[config.mk]
export PLATFORM = sky130hd
export DESIGN_NAME = sram_axi_bridge_flat
export DESIGN_NICKNAME = d
export VERILOG_FILES = /design/src/rtl/sram_axi_pkg.sv /design/src/rtl/sram_axi_bridge_if.sv /design/src/rtl/sram_axi_wbuf.sv /design/src/rtl/sram_axi_bridge.sv /design/src/flat_wrapper.sv
export SDC_FILE = /design/constraint.sdc
export NUM_CORES = 1
export LEC_CHECK = 0
export ABC_CLOCK_PERIOD_IN_PS = 5700
export BUFFER_PORTS_ARGS = -buffer_cell sky130_fd_sc_hd__buf_4
export CORE_AREA = 5 5 144 146
export DETAILED_ROUTE_END_ITERATION = 7
export DIE_AREA = 0 0 149 151
export PLACE_DENSITY = 0.76
export SETUP_SLACK_MARGIN = 0.2
export SLEW_MARGIN = 20
export SYNTH_ARGS = -nofsm -noshare
export SYNTH_HDL_FRONTEND = slang
export SYNTH_SLANG_ARGS = --single-unit
[constraint.sdc]
create_clock -name clk -period 5.7 [get_ports clk]
set_input_delay 1.425 -clock clk [delete_from_list [all_inputs] [get_ports clk]]
set_output_delay 1.425 -clock clk [all_outputs]
set_load 0.03 [all_outputs]
[src/rtl/sram_axi_pkg.sv]
// Shared IDs, size encodings, write-buffer entry layout and strobe helper for the SRAM-to-AXI3 bridge.
package sram_axi_pkg;

  localparam int unsigned INST_ID = 0;
  localparam int unsigned DATA_ID = 1;

  typedef enum logic [1:0] {
    SZ_BYTE  = 2'd0,
    SZ_HALF  = 2'd1,
    SZ_WORD  = 2'd2,
    SZ_DWORD = 2'd3
  } size_e;

  typedef struct packed {
    logic [31:0] addr;
    logic [31:0] wdata;
    logic [1:0]  size;
  } wentry_t;

  // Reserved size 3 falls into the word case.
  function automatic logic [3:0] strb_from_size(input logic [1:0] size, input logic [1:0] off);
    logic [3:0] s;
    case (size)
      SZ_BYTE: s = 4'b0001 << off;
      SZ_HALF: s = 4'b0011 << off;
      default: s = 4'b1111;
    endcase
    return s;
  endfunction

endpackage

[src/rtl/sram_axi_bridge_if.sv]
// AXI3 master-side bundle between the bridge (master) and the crossbar (slave).
interface sram_axi_bridge_if #(parameter int ID_W = 4);
  logic [ID_W-1:0] arid;
  logic [31:0]     araddr;
  logic [3:0]      arlen;
  logic [2:0]      arsize;
  logic [1:0]      arburst;
  logic [1:0]      arlock;
  logic [3:0]      arcache;
  logic [2:0]      arprot;
  logic            arvalid;
  logic            arready;
  logic [ID_W-1:0] rid;
  logic [31:0]     rdata;
  logic [1:0]      rresp;
  logic            rlast;
  logic            rvalid;
  logic            rready;
  logic [ID_W-1:0] awid;
  logic [31:0]     awaddr;
  logic [3:0]      awlen;
  logic [2:0]      awsize;
  logic [1:0]      awburst;
  logic [1:0]      awlock;
  logic [3:0]      awcache;
  logic [2:0]      awprot;
  logic            awvalid;
  logic            awready;
  logic [ID_W-1:0] wid;
  logic [31:0]     wdata;
  logic [3:0]      wstrb;
  logic            wlast;
  logic            wvalid;
  logic            wready;
  logic [ID_W-1:0] bid;
  logic [1:0]      bresp;
  logic            bvalid;
  logic            bready;

  modport master (
    output arid, araddr, arlen, arsize, arburst, arlock, arcache, arprot, arvalid, rready,
    output awid, awaddr, awlen, awsize, awburst, awlock, awcache, awprot, awvalid,
    output wid, wdata, wstrb, wlast, wvalid, bready,
    input  arready, rid, rdata, rresp, rlast, rvalid, awready, wready, bid, bresp, bvalid
  );

  modport slave (
    input  arid, araddr, arlen, arsize, arburst, arlock, arcache, arprot, arvalid, rready,
    input  awid, awaddr, awlen, awsize, awburst, awlock, awcache, awprot, awvalid,
    input  wid, wdata, wstrb, wlast, wvalid, bready,
    output arready, rid, rdata, rresp, rlast, rvalid, awready, wready, bid, bresp, bvalid
  );
endinterface

[src/rtl/sram_axi_wbuf.sv]
// Posted write buffer: alloc -> issue (AW+W, independent handshakes) -> retire (on B); valids rise the cycle after alloc.
// Backpressure: full_o blocks allocation; issue holds the entry until both AW and W have handshaken.
module sram_axi_wbuf
  import sram_axi_pkg::*;
#(
  parameter int DEPTH = 2
) (
  input  logic             clk,
  input  logic             resetn,
  input  logic             alloc_i,
  input  wentry_t          alloc_ent_i,
  input  logic             retire_i,
  input  logic [29:0]      cmp_word_i,
  input  logic             aw_rdy_i,
  input  logic             w_rdy_i,
  output logic             full_o,
  output logic             empty_o,
  output logic [DEPTH-1:0] match_o,
  output wentry_t          iss_ent_o,
  output logic             aw_vld_o,
  output logic             w_vld_o
);
  localparam int PTR_W = $clog2(DEPTH);

  // Pointers carry one wrap bit so full and empty are distinguishable.
  logic [PTR_W:0]   alloc_q, alloc_d, iss_q, iss_d, ret_q, ret_d;
  logic             aw_done_q, aw_done_d, w_done_q, w_done_d;
  logic [DEPTH-1:0] vld_q, vld_d;
  wentry_t          mem_q [DEPTH];
  logic             pend, aw_hs, w_hs, iss_adv;

  assign full_o    = (alloc_q - ret_q) == (PTR_W+1)'(DEPTH);
  assign empty_o   = alloc_q == ret_q;
  assign pend      = iss_q != alloc_q;
  assign iss_ent_o = mem_q[iss_q[PTR_W-1:0]];
  assign aw_vld_o  = pend && !aw_done_q;
  assign w_vld_o   = pend && !w_done_q;
  assign aw_hs     = aw_vld_o && aw_rdy_i;
  assign w_hs      = w_vld_o && w_rdy_i;
  assign iss_adv   = pend && (aw_done_q || aw_hs) && (w_done_q || w_hs);

  always_comb begin
    alloc_d   = alloc_q + {{PTR_W{1'b0}}, alloc_i};
    ret_d     = ret_q + {{PTR_W{1'b0}}, retire_i};
    iss_d     = iss_q + {{PTR_W{1'b0}}, iss_adv};
    aw_done_d = iss_adv ? 1'b0 : (aw_done_q || aw_hs);
    w_done_d  = iss_adv ? 1'b0 : (w_done_q || w_hs);
    vld_d     = vld_q;
    if (retire_i) vld_d[ret_q[PTR_W-1:0]] = 1'b0;
    if (alloc_i)  vld_d[alloc_q[PTR_W-1:0]] = 1'b1;
    match_o = '0;
    for (int i = 0; i < DEPTH; i++) begin
      match_o[i] = vld_q[i] && (mem_q[i].addr[31:2] == cmp_word_i);
    end
  end

  always_ff @(posedge clk) begin
    if (!resetn) begin
      alloc_q   <= '0;
      iss_q     <= '0;
      ret_q     <= '0;
      aw_done_q <= 1'b0;
      w_done_q  <= 1'b0;
      vld_q     <= '0;
    end else begin
      alloc_q   <= alloc_d;
      iss_q     <= iss_d;
      ret_q     <= ret_d;
      aw_done_q <= aw_done_d;
      w_done_q  <= w_done_d;
      vld_q     <= vld_d;
      if (alloc_i) mem_q[alloc_q[PTR_W-1:0]] <= alloc_ent_i;
    end
  end

endmodule

[src/rtl/sram_axi_bridge.sv]
// Two-port SRAM-style to AXI3 bridge; addr_ok same cycle, min 2-cycle req-to-data_ok; SRAM_AXI_RAW_CHECK_EN narrows RAW stalls to word matches.
// Backpressure: reads held by AR register, per-port outstanding limit and RAW guard; writes held only by a full buffer.
module sram_axi_bridge
  import sram_axi_pkg::*;
#(
  parameter int RD_OUTSTANDING = 2,
  parameter int WBUF_DEPTH     = 2,
  parameter int ID_W           = 4
) (
  input  logic        clk,
  input  logic        resetn,
  input  logic        inst_req_i,
  input  logic [31:0] inst_addr_i,
  input  logic [1:0]  inst_size_i,
  output logic        inst_addr_ok_o,
  output logic        inst_data_ok_o,
  output logic [31:0] inst_rdata_o,
  input  logic        data_req_i,
  input  logic        data_wr_i,
  input  logic [1:0]  data_size_i,
  input  logic [31:0] data_addr_i,
  input  logic [31:0] data_wdata_i,
  output logic        data_addr_ok_o,
  output logic        data_data_ok_o,
  output logic        data_resp_wr_o,
  output logic [31:0] data_rdata_o,
  sram_axi_bridge_if.master axi
);
  localparam int CNT_W = $clog2(RD_OUTSTANDING + 1);
  localparam logic [ID_W-1:0] IID = ID_W'(INST_ID);
  localparam logic [ID_W-1:0] DID = ID_W'(DATA_ID);

  logic             ar_vld_q, ar_vld_d;
  logic [ID_W-1:0]  ar_id_q, ar_id_d;
  logic [31:0]      ar_addr_q, ar_addr_d;
  logic [2:0]       ar_size_q, ar_size_d;
  logic [CNT_W-1:0] inst_cnt_q, inst_cnt_d, data_cnt_q, data_cnt_d;

  logic r_hs, b_hs, inst_r, data_r, ar_free, raw_block;
  logic inst_rd_ok, data_rd_ok, data_wr_ok;
  logic wb_full, wb_empty;
  logic [WBUF_DEPTH-1:0] wb_match;
  wentry_t wb_new, wb_iss;

  assign r_hs    = axi.rvalid && axi.rready;
  assign b_hs    = axi.bvalid && axi.bready;
  assign inst_r  = r_hs && (axi.rid == IID);
  assign data_r  = r_hs && (axi.rid == DID);
  assign ar_free = !ar_vld_q || axi.arready;

`ifdef SRAM_AXI_RAW_CHECK_EN
  logic empty_unused;
  assign empty_unused = wb_empty;
  assign raw_block    = |wb_match;
`else
  logic match_unused;
  assign match_unused = ^wb_match;
  assign raw_block    = !wb_empty;
`endif

  // A returning R beat frees its slot within the same cycle.
  assign data_rd_ok = resetn && data_req_i && !data_wr_i && ar_free && !raw_block &&
                      ((data_cnt_q < CNT_W'(RD_OUTSTANDING)) || data_r);
  assign inst_rd_ok = resetn && inst_req_i && ar_free && !data_rd_ok &&
                      ((inst_cnt_q < CNT_W'(RD_OUTSTANDING)) || inst_r);
  assign data_wr_ok = resetn && data_req_i && data_wr_i && (!wb_full || b_hs);

  always_comb begin
    ar_vld_d   = ar_vld_q && !axi.arready;
    ar_id_d    = ar_id_q;
    ar_addr_d  = ar_addr_q;
    ar_size_d  = ar_size_q;
    if (data_rd_ok) begin
      ar_vld_d  = 1'b1;
      ar_id_d   = DID;
      ar_addr_d = data_addr_i;
      ar_size_d = {1'b0, data_size_i};
    end else if (inst_rd_ok) begin
      ar_vld_d  = 1'b1;
      ar_id_d   = IID;
      ar_addr_d = inst_addr_i;
      ar_size_d = {1'b0, inst_size_i};
    end
    inst_cnt_d = inst_cnt_q + CNT_W'(inst_rd_ok) - CNT_W'(inst_r);
    data_cnt_d = data_cnt_q + CNT_W'(data_rd_ok) - CNT_W'(data_r);
  end

  always_ff @(posedge clk) begin
    if (!resetn) begin
      ar_vld_q   <= 1'b0;
      ar_id_q    <= '0;
      ar_addr_q  <= '0;
      ar_size_q  <= '0;
      inst_cnt_q <= '0;
      data_cnt_q <= '0;
    end else begin
      ar_vld_q   <= ar_vld_d;
      ar_id_q    <= ar_id_d;
      ar_addr_q  <= ar_addr_d;
      ar_size_q  <= ar_size_d;
      inst_cnt_q <= inst_cnt_d;
      data_cnt_q <= data_cnt_d;
    end
  end

  assign wb_new = '{addr: data_addr_i, wdata: data_wdata_i, size: data_size_i};

  sram_axi_wbuf #(.DEPTH(WBUF_DEPTH)) u_wbuf (
    .clk         (clk),
    .resetn      (resetn),
    .alloc_i     (data_wr_ok),
    .alloc_ent_i (wb_new),
    .retire_i    (b_hs),
    .cmp_word_i  (data_addr_i[31:2]),
    .aw_rdy_i    (axi.awready),
    .w_rdy_i     (axi.wready),
    .full_o      (wb_full),
    .empty_o     (wb_empty),
    .match_o     (wb_match),
    .iss_ent_o   (wb_iss),
    .aw_vld_o    (axi.awvalid),
    .w_vld_o     (axi.wvalid)
  );

  assign inst_addr_ok_o = inst_rd_ok;
  assign data_addr_ok_o = data_rd_ok || data_wr_ok;
  assign inst_data_ok_o = inst_r;
  assign data_data_ok_o = data_r || b_hs;
  assign data_resp_wr_o = b_hs;
  assign inst_rdata_o   = axi.rdata;
  assign data_rdata_o   = axi.rdata;

  assign axi.arid    = ar_id_q;
  assign axi.araddr  = ar_addr_q;
  assign axi.arsize  = ar_size_q;
  assign axi.arvalid = ar_vld_q;
  assign axi.arlen   = 4'd0;
  assign axi.arburst = 2'b01;
  assign axi.arlock  = 2'b00;
  assign axi.arcache = 4'd0;
  assign axi.arprot  = 3'd0;
  assign axi.rready  = resetn;
  // A data read beat owns the data response this cycle, so B waits one.
  assign axi.bready  = resetn && !(axi.rvalid && (axi.rid == DID));

  assign axi.awid    = DID;
  assign axi.awaddr  = wb_iss.addr;
  assign axi.awsize  = {1'b0, wb_iss.size};
  assign axi.awlen   = 4'd0;
  assign axi.awburst = 2'b01;
  assign axi.awlock  = 2'b00;
  assign axi.awcache = 4'd0;
  assign axi.awprot  = 3'd0;
  assign axi.wid     = DID;
  assign axi.wdata   = wb_iss.wdata;
  assign axi.wstrb   = strb_from_size(wb_iss.size, wb_iss.addr[1:0]);
  assign axi.wlast   = 1'b1;

  logic axi_unused;
  assign axi_unused = ^{axi.rresp, axi.rlast, axi.bresp, axi.bid};

endmodule

[src/flat_wrapper.sv]
// flat-port wrapper written by rule: the top's interface ports become plain ports
module sram_axi_bridge_flat import sram_axi_pkg::*;
#(
  parameter int RD_OUTSTANDING = 2,
  parameter int WBUF_DEPTH     = 2,
  parameter int ID_W           = 4
)
  (clk, resetn, inst_req_i, inst_addr_i, inst_size_i, inst_addr_ok_o, inst_data_ok_o, inst_rdata_o, data_req_i, data_wr_i, data_size_i, data_addr_i, data_wdata_i, data_addr_ok_o, data_data_ok_o, data_resp_wr_o, data_rdata_o, axi_arid, axi_araddr, axi_arlen, axi_arsize, axi_arburst, axi_arlock, axi_arcache, axi_arprot, axi_arvalid, axi_rready, axi_awid, axi_awaddr, axi_awlen, axi_awsize, axi_awburst, axi_awlock, axi_awcache, axi_awprot, axi_awvalid, axi_wid, axi_wdata, axi_wstrb, axi_wlast, axi_wvalid, axi_bready, axi_arready, axi_rid, axi_rdata, axi_rresp, axi_rlast, axi_rvalid, axi_awready, axi_wready, axi_bid, axi_bresp, axi_bvalid);
  sram_axi_bridge_if #(.ID_W(ID_W)) axi_i ();
  input  logic clk;
  input  logic resetn;
  input  logic inst_req_i;
  input  logic [31:0] inst_addr_i;
  input  logic [1:0] inst_size_i;
  output logic inst_addr_ok_o;
  output logic inst_data_ok_o;
  output logic [31:0] inst_rdata_o;
  input  logic data_req_i;
  input  logic data_wr_i;
  input  logic [1:0] data_size_i;
  input  logic [31:0] data_addr_i;
  input  logic [31:0] data_wdata_i;
  output logic data_addr_ok_o;
  output logic data_data_ok_o;
  output logic data_resp_wr_o;
  output logic [31:0] data_rdata_o;
  output wire logic [$bits(axi_i.arid)-1:0] axi_arid;
  output wire logic [$bits(axi_i.araddr)-1:0] axi_araddr;
  output wire logic [$bits(axi_i.arlen)-1:0] axi_arlen;
  output wire logic [$bits(axi_i.arsize)-1:0] axi_arsize;
  output wire logic [$bits(axi_i.arburst)-1:0] axi_arburst;
  output wire logic [$bits(axi_i.arlock)-1:0] axi_arlock;
  output wire logic [$bits(axi_i.arcache)-1:0] axi_arcache;
  output wire logic [$bits(axi_i.arprot)-1:0] axi_arprot;
  output wire logic [$bits(axi_i.arvalid)-1:0] axi_arvalid;
  output wire logic [$bits(axi_i.rready)-1:0] axi_rready;
  output wire logic [$bits(axi_i.awid)-1:0] axi_awid;
  output wire logic [$bits(axi_i.awaddr)-1:0] axi_awaddr;
  output wire logic [$bits(axi_i.awlen)-1:0] axi_awlen;
  output wire logic [$bits(axi_i.awsize)-1:0] axi_awsize;
  output wire logic [$bits(axi_i.awburst)-1:0] axi_awburst;
  output wire logic [$bits(axi_i.awlock)-1:0] axi_awlock;
  output wire logic [$bits(axi_i.awcache)-1:0] axi_awcache;
  output wire logic [$bits(axi_i.awprot)-1:0] axi_awprot;
  output wire logic [$bits(axi_i.awvalid)-1:0] axi_awvalid;
  output wire logic [$bits(axi_i.wid)-1:0] axi_wid;
  output wire logic [$bits(axi_i.wdata)-1:0] axi_wdata;
  output wire logic [$bits(axi_i.wstrb)-1:0] axi_wstrb;
  output wire logic [$bits(axi_i.wlast)-1:0] axi_wlast;
  output wire logic [$bits(axi_i.wvalid)-1:0] axi_wvalid;
  output wire logic [$bits(axi_i.bready)-1:0] axi_bready;
  input wire logic [$bits(axi_i.arready)-1:0] axi_arready;
  input wire logic [$bits(axi_i.rid)-1:0] axi_rid;
  input wire logic [$bits(axi_i.rdata)-1:0] axi_rdata;
  input wire logic [$bits(axi_i.rresp)-1:0] axi_rresp;
  input wire logic [$bits(axi_i.rlast)-1:0] axi_rlast;
  input wire logic [$bits(axi_i.rvalid)-1:0] axi_rvalid;
  input wire logic [$bits(axi_i.awready)-1:0] axi_awready;
  input wire logic [$bits(axi_i.wready)-1:0] axi_wready;
  input wire logic [$bits(axi_i.bid)-1:0] axi_bid;
  input wire logic [$bits(axi_i.bresp)-1:0] axi_bresp;
  input wire logic [$bits(axi_i.bvalid)-1:0] axi_bvalid;
  assign axi_arid = axi_i.arid;
  assign axi_araddr = axi_i.araddr;
  assign axi_arlen = axi_i.arlen;
  assign axi_arsize = axi_i.arsize;
  assign axi_arburst = axi_i.arburst;
  assign axi_arlock = axi_i.arlock;
  assign axi_arcache = axi_i.arcache;
  assign axi_arprot = axi_i.arprot;
  assign axi_arvalid = axi_i.arvalid;
  assign axi_rready = axi_i.rready;
  assign axi_awid = axi_i.awid;
  assign axi_awaddr = axi_i.awaddr;
  assign axi_awlen = axi_i.awlen;
  assign axi_awsize = axi_i.awsize;
  assign axi_awburst = axi_i.awburst;
  assign axi_awlock = axi_i.awlock;
  assign axi_awcache = axi_i.awcache;
  assign axi_awprot = axi_i.awprot;
  assign axi_awvalid = axi_i.awvalid;
  assign axi_wid = axi_i.wid;
  assign axi_wdata = axi_i.wdata;
  assign axi_wstrb = axi_i.wstrb;
  assign axi_wlast = axi_i.wlast;
  assign axi_wvalid = axi_i.wvalid;
  assign axi_bready = axi_i.bready;
  assign axi_i.arready = axi_arready;
  assign axi_i.rid = axi_rid;
  assign axi_i.rdata = axi_rdata;
  assign axi_i.rresp = axi_rresp;
  assign axi_i.rlast = axi_rlast;
  assign axi_i.rvalid = axi_rvalid;
  assign axi_i.awready = axi_awready;
  assign axi_i.wready = axi_wready;
  assign axi_i.bid = axi_bid;
  assign axi_i.bresp = axi_bresp;
  assign axi_i.bvalid = axi_bvalid;
  sram_axi_bridge #(.RD_OUTSTANDING(RD_OUTSTANDING), .WBUF_DEPTH(WBUF_DEPTH), .ID_W(ID_W)) u_core (.clk(clk), .resetn(resetn), .inst_req_i(inst_req_i), .inst_addr_i(inst_addr_i), .inst_size_i(inst_size_i), .inst_addr_ok_o(inst_addr_ok_o), .inst_data_ok_o(inst_data_ok_o), .inst_rdata_o(inst_rdata_o), .data_req_i(data_req_i), .data_wr_i(data_wr_i), .data_size_i(data_size_i), .data_addr_i(data_addr_i), .data_wdata_i(data_wdata_i), .data_addr_ok_o(data_addr_ok_o), .data_data_ok_o(data_data_ok_o), .data_resp_wr_o(data_resp_wr_o), .data_rdata_o(data_rdata_o), .axi(axi_i));
endmodule
# ---- Word level (Yosys, flattened, before mapping)
# Memory sizes are Yosys's and may differ from the RTL's. A register that Yosys moved wholly into a read port is not among the register bits.
# Index checks and enable logic that the tools add are counted.
dict set report classes {
  n_addsub 8
  n_lt_le_gt_ge 2
  n_eq_ne 5
  shift 2
  muxes 13
  bitwise 1
  n_reduce_logical 44
}
# cell n
set ops {}
lappend ops {{32-bit 2-to-1 mux} 2}
lappend ops {{1-bit logical AND} 24}
lappend ops {{2-bit by 1-bit adder with 2-bit output} 5}
lappend ops {{1-bit zero test} 8}
lappend ops {{1-bit logical OR} 8}
lappend ops {{1-bit 2-to-1 mux} 8}
lappend ops {{4-bit one-hot mux with 2 select lines} 1}
lappend ops {{4-bit by 1-bit == test with 1-bit output, second input constant} 1}
lappend ops {{4-bit zero test} 1}
lappend ops {{2-bit less-than comparator, second input constant} 2}
lappend ops {{2-bit 2-to-1 mux} 2}
lappend ops {{1-bit by 2-bit left shift with 4-bit output, first input constant} 1}
lappend ops {{2-bit by 2-bit left shift with 4-bit output, first input constant} 1}
lappend ops {{2-bit by 1-bit subtractor with 2-bit output} 2}
lappend ops {{2-bit by 1-bit == test with 1-bit output, second input constant} 1}
lappend ops {{2-bit == test} 1}
lappend ops {{2-bit == test, second input constant} 1}
lappend ops {{2-bit zero test} 1}
lappend ops {{2-bit inequality test} 1}
lappend ops {{2-bit nonzero test} 1}
lappend ops {{2-bit OR reduction} 1}
lappend ops {{2-bit subtractor} 1}
lappend ops {{1-bit NOT} 1}
dict set report totals {
  reg_bits 48
  ramBits 132
  elab_cells 87
  memories 1
}
# memory words word_bits read_ports rd_clocked_by_memory_dff write_ports line
set memory_table {}
lappend memory_table {u_core.u_wbuf.mem_q 2 66 1 1 1 sram_axi_wbuf.sv:29} ;# wentry_t mem_q [DEPTH];

# ---- Longest topological paths before layout
# Gate-level depths: netlist of run 1.
dict set report logic_depth {
  ltp_word 10
  mapped_depth 11
  depth_no_buf 9
}

# ---- Cells and area by module
# From an unflattened synthesis of run 1, not the netlist that was laid out.
dict set report unflattened {
  cells_unflattened 702
  area_unflattened_um2 8917.3
}
# mod instances cells_per_inst area_each_um2
set modules_own_cells {}
lappend modules_own_cells {sram_axi_wbuf 1 334 5871.9}
lappend modules_own_cells {sram_axi_bridge 1 368 3045.4}

# ---- Worst setup path before layout of run 1
# Ideal clock, no wire load.
dict set report synth_timing {
  path_kind {input to register}
  startpoint {in axi_rvalid}
  endpoint {mem u_core.u_wbuf.mem_q[0][0] in the netlist's numbering (enable)}
  setup_time_ps 490
  t_arrival_ps 4811
  setup_slack_ps 398
  cell_stages 4
  n_path_buf 0
  cell_sequence {or4b_4 > o211ai_1 > a31o_2 > nor2_1}
}
dict set report synth_between {
  elab_chain_cells 9
}
# element line
set synth_lines {}
lappend synth_lines {{start: declaration} flat_wrapper.sv:57} ;# input wire logic [$bits(axi_i.rvalid)-1:0] axi_rvalid;
lappend synth_lines {{1-bit logical AND} sram_axi_bridge.sv:144} ;# assign axi.bready = resetn && !(axi.rvalid && (axi.rid == DID));
lappend synth_lines {{1-bit zero test} sram_axi_bridge.sv:144}
lappend synth_lines {{1-bit logical AND} sram_axi_bridge.sv:144}
lappend synth_lines {{1-bit logical AND} sram_axi_bridge.sv:46} ;# assign b_hs = axi.bvalid && axi.bready;
lappend synth_lines {{1-bit logical OR} sram_axi_bridge.sv:66} ;# assign data_wr_ok = resetn && data_req_i && data_wr_i && (!wb_full || b_hs);
lappend synth_lines {{1-bit logical AND} sram_axi_bridge.sv:66}
lappend synth_lines {{1-bit 2-to-1 mux} sram_axi_wbuf.sv:72} ;# if (alloc_i) mem_q[alloc_q[PTR_W-1:0]] <= alloc_ent_i;
lappend synth_lines {{1-bit 2-to-1 mux} sram_axi_wbuf.sv:58} ;# if (!resetn) begin
lappend synth_lines {{1-bit 2-to-1 mux (implied by the code)} sram_axi_wbuf.sv:72}
lappend synth_lines {{end: declaration} sram_axi_wbuf.sv:29}
# Every way passes these cells.

# ---- Final worst setup path of run 1
dict set report layout_timing {
  startpoint {in axi_rid[1]}
  endpoint {out data_addr_ok_o}
}
dict set report layout_between {
  elab_chain_cells 8
}
# element line
set layout_lines {}
lappend layout_lines {{start: declaration} flat_wrapper.sv:53} ;# input wire logic [$bits(axi_i.rid)-1:0] axi_rid;
lappend layout_lines {{4-bit by 1-bit == test with 1-bit output *} {sram_axi_bridge.sv:48, sram_axi_bridge.sv:144}}
lappend layout_lines {{1-bit logical AND} sram_axi_bridge.sv:144}
lappend layout_lines {{1-bit zero test} sram_axi_bridge.sv:144}
lappend layout_lines {{1-bit logical AND} sram_axi_bridge.sv:144}
lappend layout_lines {{1-bit logical AND} sram_axi_bridge.sv:46}
lappend layout_lines {{1-bit logical OR} sram_axi_bridge.sv:66}
lappend layout_lines {{1-bit logical AND} sram_axi_bridge.sv:66}
lappend layout_lines {{1-bit logical OR *} sram_axi_bridge.sv:126} ;# assign data_addr_ok_o = data_rd_ok || data_wr_ok;
lappend layout_lines {{end: declaration} flat_wrapper.sv:23} ;# output logic data_addr_ok_o;
# Mark *: on every way between the ends. The rest lies on a longest branch, timed or not.

==> out/summary.txt, run 1 <==
TIMING
----------------------------------------------------------------------------------------
Minimum period implied by the final worst setup slack                           4.328 ns
Slew Limit Fails                                                                       0
Minimum hold slack                                                             0.5125 ns
Measured slew at the worst slew-check pin                                       1.001 ns
Aggregate negative setup slack                                                      0 ns
Number of endpoints failing setup at the final stage                                   0
Max Clk Rate                                                                  0.2310 GHz
Hold Violations, Final                                                                 0
Portion of the clock cycle consumed by the worst path in the final layout         75.93%
Clock tree skew after final layout                                            0.01282 ns
Relative slew margins                                                             33.28%
Setup repair after global routing missed its margin                                   no

ROUTE
----------------------------------------------------------------------------------------
DR vias/cell                                                                       4.961
Via count                                                                          5,164
Average detailed-routed wire length per instance                                18.92 um
Number of violations reported at the end of detailed-routing iteration 0             176
Antenna-violating nets left                                                            0
1st-pass router iterations                                                             5
Total Routed Length                                                            19,690 um
DRC violation count after routing                                                      0

CTS
----------------------------------------------------------------------------------------
CTS sink count                                                                       181
Clock latency of the later-clocked register in the worst-skew pair               0.43 ns
Clock buffer depth                                                                     2
Number of hold buffers added after cts                                                 0
TritonCTS clock tree                                                               built
Clock-pin slew of the registers on the worst-case setup and hold paths           0.08 ns
Number of H-tree levels                                                                4
Cts bufs inserted                                                                     17
CTS root buffer                                                                clkbuf_16
Number of post-CTS setup repair buffers                                                0
Post-cts sizing count                                                                  0

WORST SETUP PATH
----------------------------------------------------------------------------------------
Maximum fanout encountered on the critical timing path                                 4
Type of destination of the critical path                                    primary output
Startpoint kind of the worst setup timing path                                 input pin
Critical Path RT                                                                 4.28 ns
Data arrival time of the worst path                                              2.90 ns
Path type of the worst setup path                                                 in2out

CELLS AND AREA
----------------------------------------------------------------------------------------
Fraction of final layout cells with drive strength greater than 1                 43.94%
Utilization of the core after routing                                             53.11%
Number of inserted filler cells in the final layout                                1,681
Layout area overhead                                                              22.91%
Net count reported at finish                                                         925
Count of inserted antenna diode cells                                                  0

SYNTHESIS
----------------------------------------------------------------------------------------
Synthesized-area fraction occupied by xor and xnor cells                          1.157%
Library cell with the largest summed area after synthesis                       edfxtp_1
Synthesized-area fraction occupied by and/or/nand/nor cells                       8.174%
Number of flip-flops and latches in the synthesized netlist                          181
Top area cells in the synthesized netlist                                   edfxtp_1 48%, dfxtp_1 12%, buf_4 10%, mux2_2 8.7%, o311a_1 4.1%
Netlist cell types                                                                    38
Average cell area after synthesis                                             13.56 um^2
Post-synthesis compound-gate area fraction                                        8.745%
Synth Warn #                                                                           0
Mux share of post-synthesis cell area                                             8.896%
Asr flop ratio synth                                                                  0%
Top_reg_cell synth                                                              edfxtp_1
Dominant combinational cell family by area after synthesis                  buffers and inverters
Area of the mapped netlist                                                     8327 um^2
Top cell types by occurrence after synthesis                                132 x edfxtp_1, 112 x buf_4, 64 x mux2_2
Area share of fa/ha/maj cells after synthesis                                     1.052%
Number of enable flip-flop cells after synthesis                                     132
Post-synth top area share                                                         47.60%
Number of cells produced by synthesis                                                614
Register area share after synthesis                                               59.38%
Leading cell type by number of instances after synthesis                        edfxtp_1

MIN PATH
----------------------------------------------------------------------------------------
Path class of the lowest-slack min-delay path                                    reg2reg

PLACEMENT
----------------------------------------------------------------------------------------
Number of buffer cells added on primary ports                                        228
RD Place Congestion                                                               0.7807
Detailed-placement wirelength estimate                                         12,960 um

FLOORPLAN
----------------------------------------------------------------------------------------
Ports placed on the boundary                                                         378
Initial core utilization                                                          43.21%
Full die area                                                                22,500 um^2
Die X                                                                             149 um
Die extent in y                                                                   151 um
Total number of placement rows                                                        51
Standard cell core area                                                      19,270 um^2

GLOBAL ROUTING
----------------------------------------------------------------------------------------
Global-route wire length before repair                                         29,280 um
Vias in the first global route                                                     5,231
Sum of overflow across all layers after global routing                                 0
Number of antenna violations at the first check in global routing                      0
Largest net degree at the start of global routing                                     72
Combined global-route utilization of all metal layers                             16.98%

STATUS
----------------------------------------------------------------------------------------
Outcome                                                                        completed

POWER
----------------------------------------------------------------------------------------
Power Dens Cells                                                            314.0 nW/um^2
Static leakage                                                               0.004293 uW
Worst-case vdd ir drop                                                          201.9 uV

JOB
----------------------------------------------------------------------------------------
# Max-Cap Violations                                                                   0

## cells in the final DEF (no fill, tap or decap), drive strengths merged
cell type / count
buf: 234
edfxtp: 132
mux2: 64
dfxtp: 49
conb: 44
a21boi: 37
and3: 35
nand3b: 34
o311a: 34
clkbuf: 17
inv: 16
and2: 13
nor2: 10
xnor2: 7
ha: 7
o21ai: 7
nand2: 6
clkinv: 5
xor2: 4
nand3: 3
a21oi: 3
bufinv: 3
mux2i: 2
o211ai: 2
nor2b: 1
and3b: 1
nor4bb: 1
or4b: 1
nor4b: 1
o22ai: 1
a31o: 1
o21a: 1
## per-layer routing
metal	global-route usage [%]	vias up	part of all wire, %	wire [um]
met5	0	-	0	0
met4	6.133	0	1.5	294
met3	7.092	24	9.8	1936
met2	26.59	242	48	9528
met1	21.19	2490	40	7935
li1	-	2408	-	-
## worst max-delay path, cell delays in order
cell and delay (ns):
buf_4 0.11, or4b_4 0.59, o211ai_1 0.29, a31o_2 0.26
nand2_1 0.06, buf_4 0.17
## per-stage QoR
step / std cells / total power [uW] / setup WS, ns / cell area [um^2]
final: 1041 / 3214 / 1.372 / 10230
after global routing: 1041 / 3347 / 1.288 / 10230
after global placement: 1009 / 1984 / 1.390 / 9603
after floorplan: 656 / 1909 / 0.3980 / 8484
after detailed placement: 1009 / 1991 / 1.385 / 9603
after CTS: 1041 / 3248 / 1.383 / 10230
## kinds of logic (layout without fill, tap and decap cells)
group,Yosys count,after routing
flip-flops,181,181
buffers and inverters,155,275
AND/OR/NAND/NOR,106,106
AO/OA/AOI/OAI,86,86
multiplexers,66,66
XOR/XNOR,11,11
adder cells (fa/ha/maj),7,7
other,2,44
## sequential cells by signal, indices dropped and copies added (netlist names), named ones only
name,count
u_core.u_wbuf.mem_q,132
u_core.axi.araddr,32
u_core.axi.arsize,2
u_core.data_cnt_q,2
u_core.inst_cnt_q,2
u_core.u_wbuf.alloc_q,2
u_core.u_wbuf.iss_q,2
u_core.u_wbuf.ret_q,2
u_core.axi.arid,1
u_core.axi.arvalid,1
u_core.u_wbuf.aw_done_q,1
u_core.u_wbuf.w_done_q,1
## report_power, final
part | total (uW) | leakage (uW) | internal, uW | switching, uW
clock | 1250 | 0.000312 | 711 | 542
combinational | 472 | 0.00238 | 194 | 278
sequential | 1490 | 0.00160 | 1460 | 29.7
total | 3210 | 0.00429 | 2360 | 850
## path summary, 6_finish.rpt
kind	startpoint	endpoint	slack (ns)	depth (start not counted)
max	axi_rid[1]	data_addr_ok_o	1.37	6
min	u_core.u_wbuf.aw_done_q$_SDFF_PP0_	u_core.u_wbuf.aw_done_q$_SDFF_PP0_	0.51	2
max reg2reg	u_core.axi.arvalid$_SDFF_PN0_	u_core.data_cnt_q[1]$_SDFF_PN0_	3.37	7
min reg2reg	u_core.u_wbuf.aw_done_q$_SDFF_PP0_	u_core.u_wbuf.aw_done_q$_SDFF_PP0_	0.51	2
## layout make-up
type	count	area [um^2]	share of cell area [%]
clock buffers	17	425.4	4.156
clock inverters	15	206.4	2.017
multi-input cells	320	2531	24.73
flip-flops and latches	181	4949	48.35
repair buffers	234	1757	17.16
inverters	9	35.03	0.3423
well taps	265	331.6	3.240
No activity file was read; power rests on OpenSTA's default activity.
==> run 2: changes to the inputs <==
Settings changed: ABC_CLOCK_PERIOD_IN_PS 5700 to 4210.
Clock period 5.7 ns to 4.21 ns, I/O delays scaled along.
==> out/summary.txt, run 2 (synthesized netlist as in run 1, its figures left out) <==
CTS
----------------------------------------------------------------------------------------
Clock latency of the later-clocked register in the worst-skew pair               0.42 ns   was 0.43 ns
TritonCTS clock tree                                                               built   unchanged
Post-cts sizing count                                                                  0   unchanged
Clock buffer depth                                                                     2   unchanged
Number of hold buffers added after cts                                                 0   unchanged
Number of H-tree levels                                                                4   unchanged
CTS root buffer                                                                clkbuf_16   unchanged
Clock-pin slew of the registers on the worst-case setup and hold paths           0.07 ns   was 0.08 ns
CTS sink count                                                                       181   unchanged
Number of post-CTS setup repair buffers                                                0   unchanged
Cts bufs inserted                                                                     17   unchanged

FLOORPLAN
----------------------------------------------------------------------------------------
Initial core utilization                                                          43.21%   unchanged
Full die area                                                                22,500 um^2   unchanged
Total number of placement rows                                                        51   unchanged
Die extent in y                                                                   151 um   unchanged
Standard cell core area                                                      19,270 um^2   unchanged
Ports placed on the boundary                                                         378   unchanged
Die X                                                                             149 um   unchanged

ROUTE
----------------------------------------------------------------------------------------
Antenna-violating nets left                                                            0   unchanged
Number of violations reported at the end of detailed-routing iteration 0             208   was 176
Average detailed-routed wire length per instance                                18.88 um   was 18.92 um
Total Routed Length                                                            19,700 um   was 19,690 um
DRC violation count after routing                                                      0   unchanged
Via count                                                                          5,186   was 5,164
DR vias/cell                                                                       4.972   was 4.961
1st-pass router iterations                                                             4   was 5

MIN PATH
----------------------------------------------------------------------------------------
Path class of the lowest-slack min-delay path                                    reg2reg   unchanged

CELLS AND AREA
----------------------------------------------------------------------------------------
Number of flip-flops under the largest register name                                 132   unchanged
Number of inserted filler cells in the final layout                                1,670   was 1,681
Fraction of final layout cells with drive strength greater than 1                 43.70%   was 43.94%
Count of inserted antenna diode cells                                                  0   unchanged
Utilization of the core after routing                                             52.80%   was 53.11%
Net count reported at finish                                                         927   was 925
Most common library cell in the layout ignoring fill and taps                      buf_4   unchanged
Layout area overhead                                                              22.19%   was 22.91%
Post-Layout Cell Count                                                             1,043   was 1,041
Most used cells in the layout excluding fill and tap cells                  236 x buf_4, 132 x edfxtp_1, 64 x mux2_2, 48 x dfxtp_1, 44 x conb_1   was 234 x buf_4, 132 x edfxtp_1, 64 x mux2_2, 48 x dfxtp_1, 44 x conb_1

GLOBAL ROUTING
----------------------------------------------------------------------------------------
Combined global-route utilization of all metal layers                             16.79%   was 16.98%
Highest-utilization routing layer at the global route stage                         met2   unchanged
Sum of overflow across all layers after global routing                                 0   unchanged
Met2 Usage GRT                                                                    27.16%   was 26.59%
Number of antenna violations at the first check in global routing                      0   unchanged
Met3 global-route usage                                                           7.121%   was 7.092%
Vias in the first global route                                                     5,184   was 5,231
Met1 GRT Util                                                                     20.72%   was 21.19%
Global-route wire length before repair                                         28,820 um   was 29,280 um
Largest net degree at the start of global routing                                     67   was 72

TIMING
----------------------------------------------------------------------------------------
Slew Limit Fails                                                                       0   unchanged
Number of endpoints failing setup at the final stage                                   0   unchanged
Minimum period implied by the final worst setup slack                           3.571 ns
Setup repair after global routing missed its margin                                   no   unchanged
Hold Violations, Final                                                                 0   unchanged
Relative slew margins                                                             34.51%   was 33.28%
Max Clk Rate                                                                  0.2800 GHz
Measured slew at the worst slew-check pin                                      0.9824 ns   was 1.001 ns
Clock tree skew after final layout                                           0.007797 ns   was 0.01282 ns
Portion of the clock cycle consumed by the worst path in the final layout         84.83%
Aggregate negative setup slack                                                      0 ns   unchanged
Worst-case setup margin in the final layout                                    0.6385 ns   was 1.372 ns

WORST SETUP PATH
----------------------------------------------------------------------------------------
Cell chain of the critical path                                             buf_4 -> or4b_4 -> o21ai_4 -> and3_1 -> buf_4   was buf_4 -> or4b_4 -> o211ai_1 -> a31o_2 -> nand2_1 -> buf_4
Slowest cell on the critical path                                                 or4b_4   unchanged
Critical Path RT                                                                 3.16 ns   was 4.28 ns
Slowest stage delay, CP                                                          0.58 ns   was 0.59 ns
Type of destination of the critical path                                    primary output   unchanged
Maximum fanout encountered on the critical timing path                                14   was 4
Path type of the worst setup path                                                 in2out   unchanged
Crit path top cell by count                                                        buf_4   unchanged
Startpoint kind of the worst setup timing path                                 input pin   unchanged
Data arrival time of the worst path                                              2.52 ns   was 2.90 ns

PLACEMENT
----------------------------------------------------------------------------------------
Detailed-placement wirelength estimate                                         13,350 um   was 12,960 um
RD Place Congestion                                                               0.7841   was 0.7807
Setup slack after placement                                                    0.6569 ns   was 1.385 ns
Number of instances in the placed design                                           1,011   was 1,009
Number of buffer cells added on primary ports                                        228   unchanged

POWER
----------------------------------------------------------------------------------------
Worst-case vdd ir drop                                                          272.0 uV   was 201.9 uV
Power Dens Cells                                                            409.9 nW/um^2   was 314.0 nW/um^2
Static leakage                                                               0.004259 uW   was 0.004293 uW
Post-layout total power                                                          4171 uW   was 3214 uW

STATUS
----------------------------------------------------------------------------------------
Outcome                                                                        completed   unchanged

JOB
----------------------------------------------------------------------------------------
# Max-Cap Violations                                                                   0   unchanged

[run 2: cell count changes in the layout (fill, tap and decap cells not counted), sizes merged]
cell,before,now
buf,234,236
clkinvlp,0,2
inv,16,12
bufinv,3,1
clkinv,5,8
clkbuf,17,18
[run 2: cell type report]
cell class,instances,area [um^2],share of cell area [%]
multi-input cells,320,2531,24.88
repair buffers,236,1772,17.41
well taps,265,331.6,3.259
clock inverters,14,127.6,1.254
flip-flops and latches,181,4949,48.63
clock buffers,18,429.2,4.218
inverters,9,35.03,0.3443
[run 2: layer usage]
layer | up-vias | part of all wire [%]
li1 | 2416 | -
met1 | 2516 | 40
met2 | 236 | 49
met3 | 18 | 10
met4 | 0 | 1.2
met5 | - | 0
[run 2: path summary, 6_finish.rpt]
kind                                  startpoint                                    to  slack, ns  cells after the start
min reg2reg    u_core.u_wbuf.w_done_q$_SDFF_PP0_     u_core.u_wbuf.w_done_q$_SDFF_PP0_       0.51                      2
max reg2reg  u_core.u_wbuf.alloc_q[0]$_SDFF_PN0_  u_core.u_wbuf.mem_q[0][22]$_DFFE_PP_       1.73                      4
min            u_core.u_wbuf.w_done_q$_SDFF_PP0_     u_core.u_wbuf.w_done_q$_SDFF_PP0_       0.51                      2
max                                   axi_rid[1]                        inst_addr_ok_o       0.64                      5
[run 2: power by group]
group / total (uW) / internal, uW / switching, uW
Sequential: 2010 / 1980 / 35.7
Clock: 1520 / 822 / 694
Combinational: 644 / 264 / 379
[run 2: metrics by stage]
step                      instance area (um^2)  hold slack, ns
final                                    10170          0.5069
after global routing                     10170          0.5364
after CTS                                10170          0.5101
after detailed placement                  9618          0.4937
after global placement                    9618          0.4810
after floorplan                           8487          0.4595
[run 2: critical path: cells and delay by family]
| family | cells | cell delay, ns |
|---|---|---|
| simple gates | 2 | 0.81 |
| buf+inv | 2 | 0.27 |
| compound gates | 1 | 0.38 |
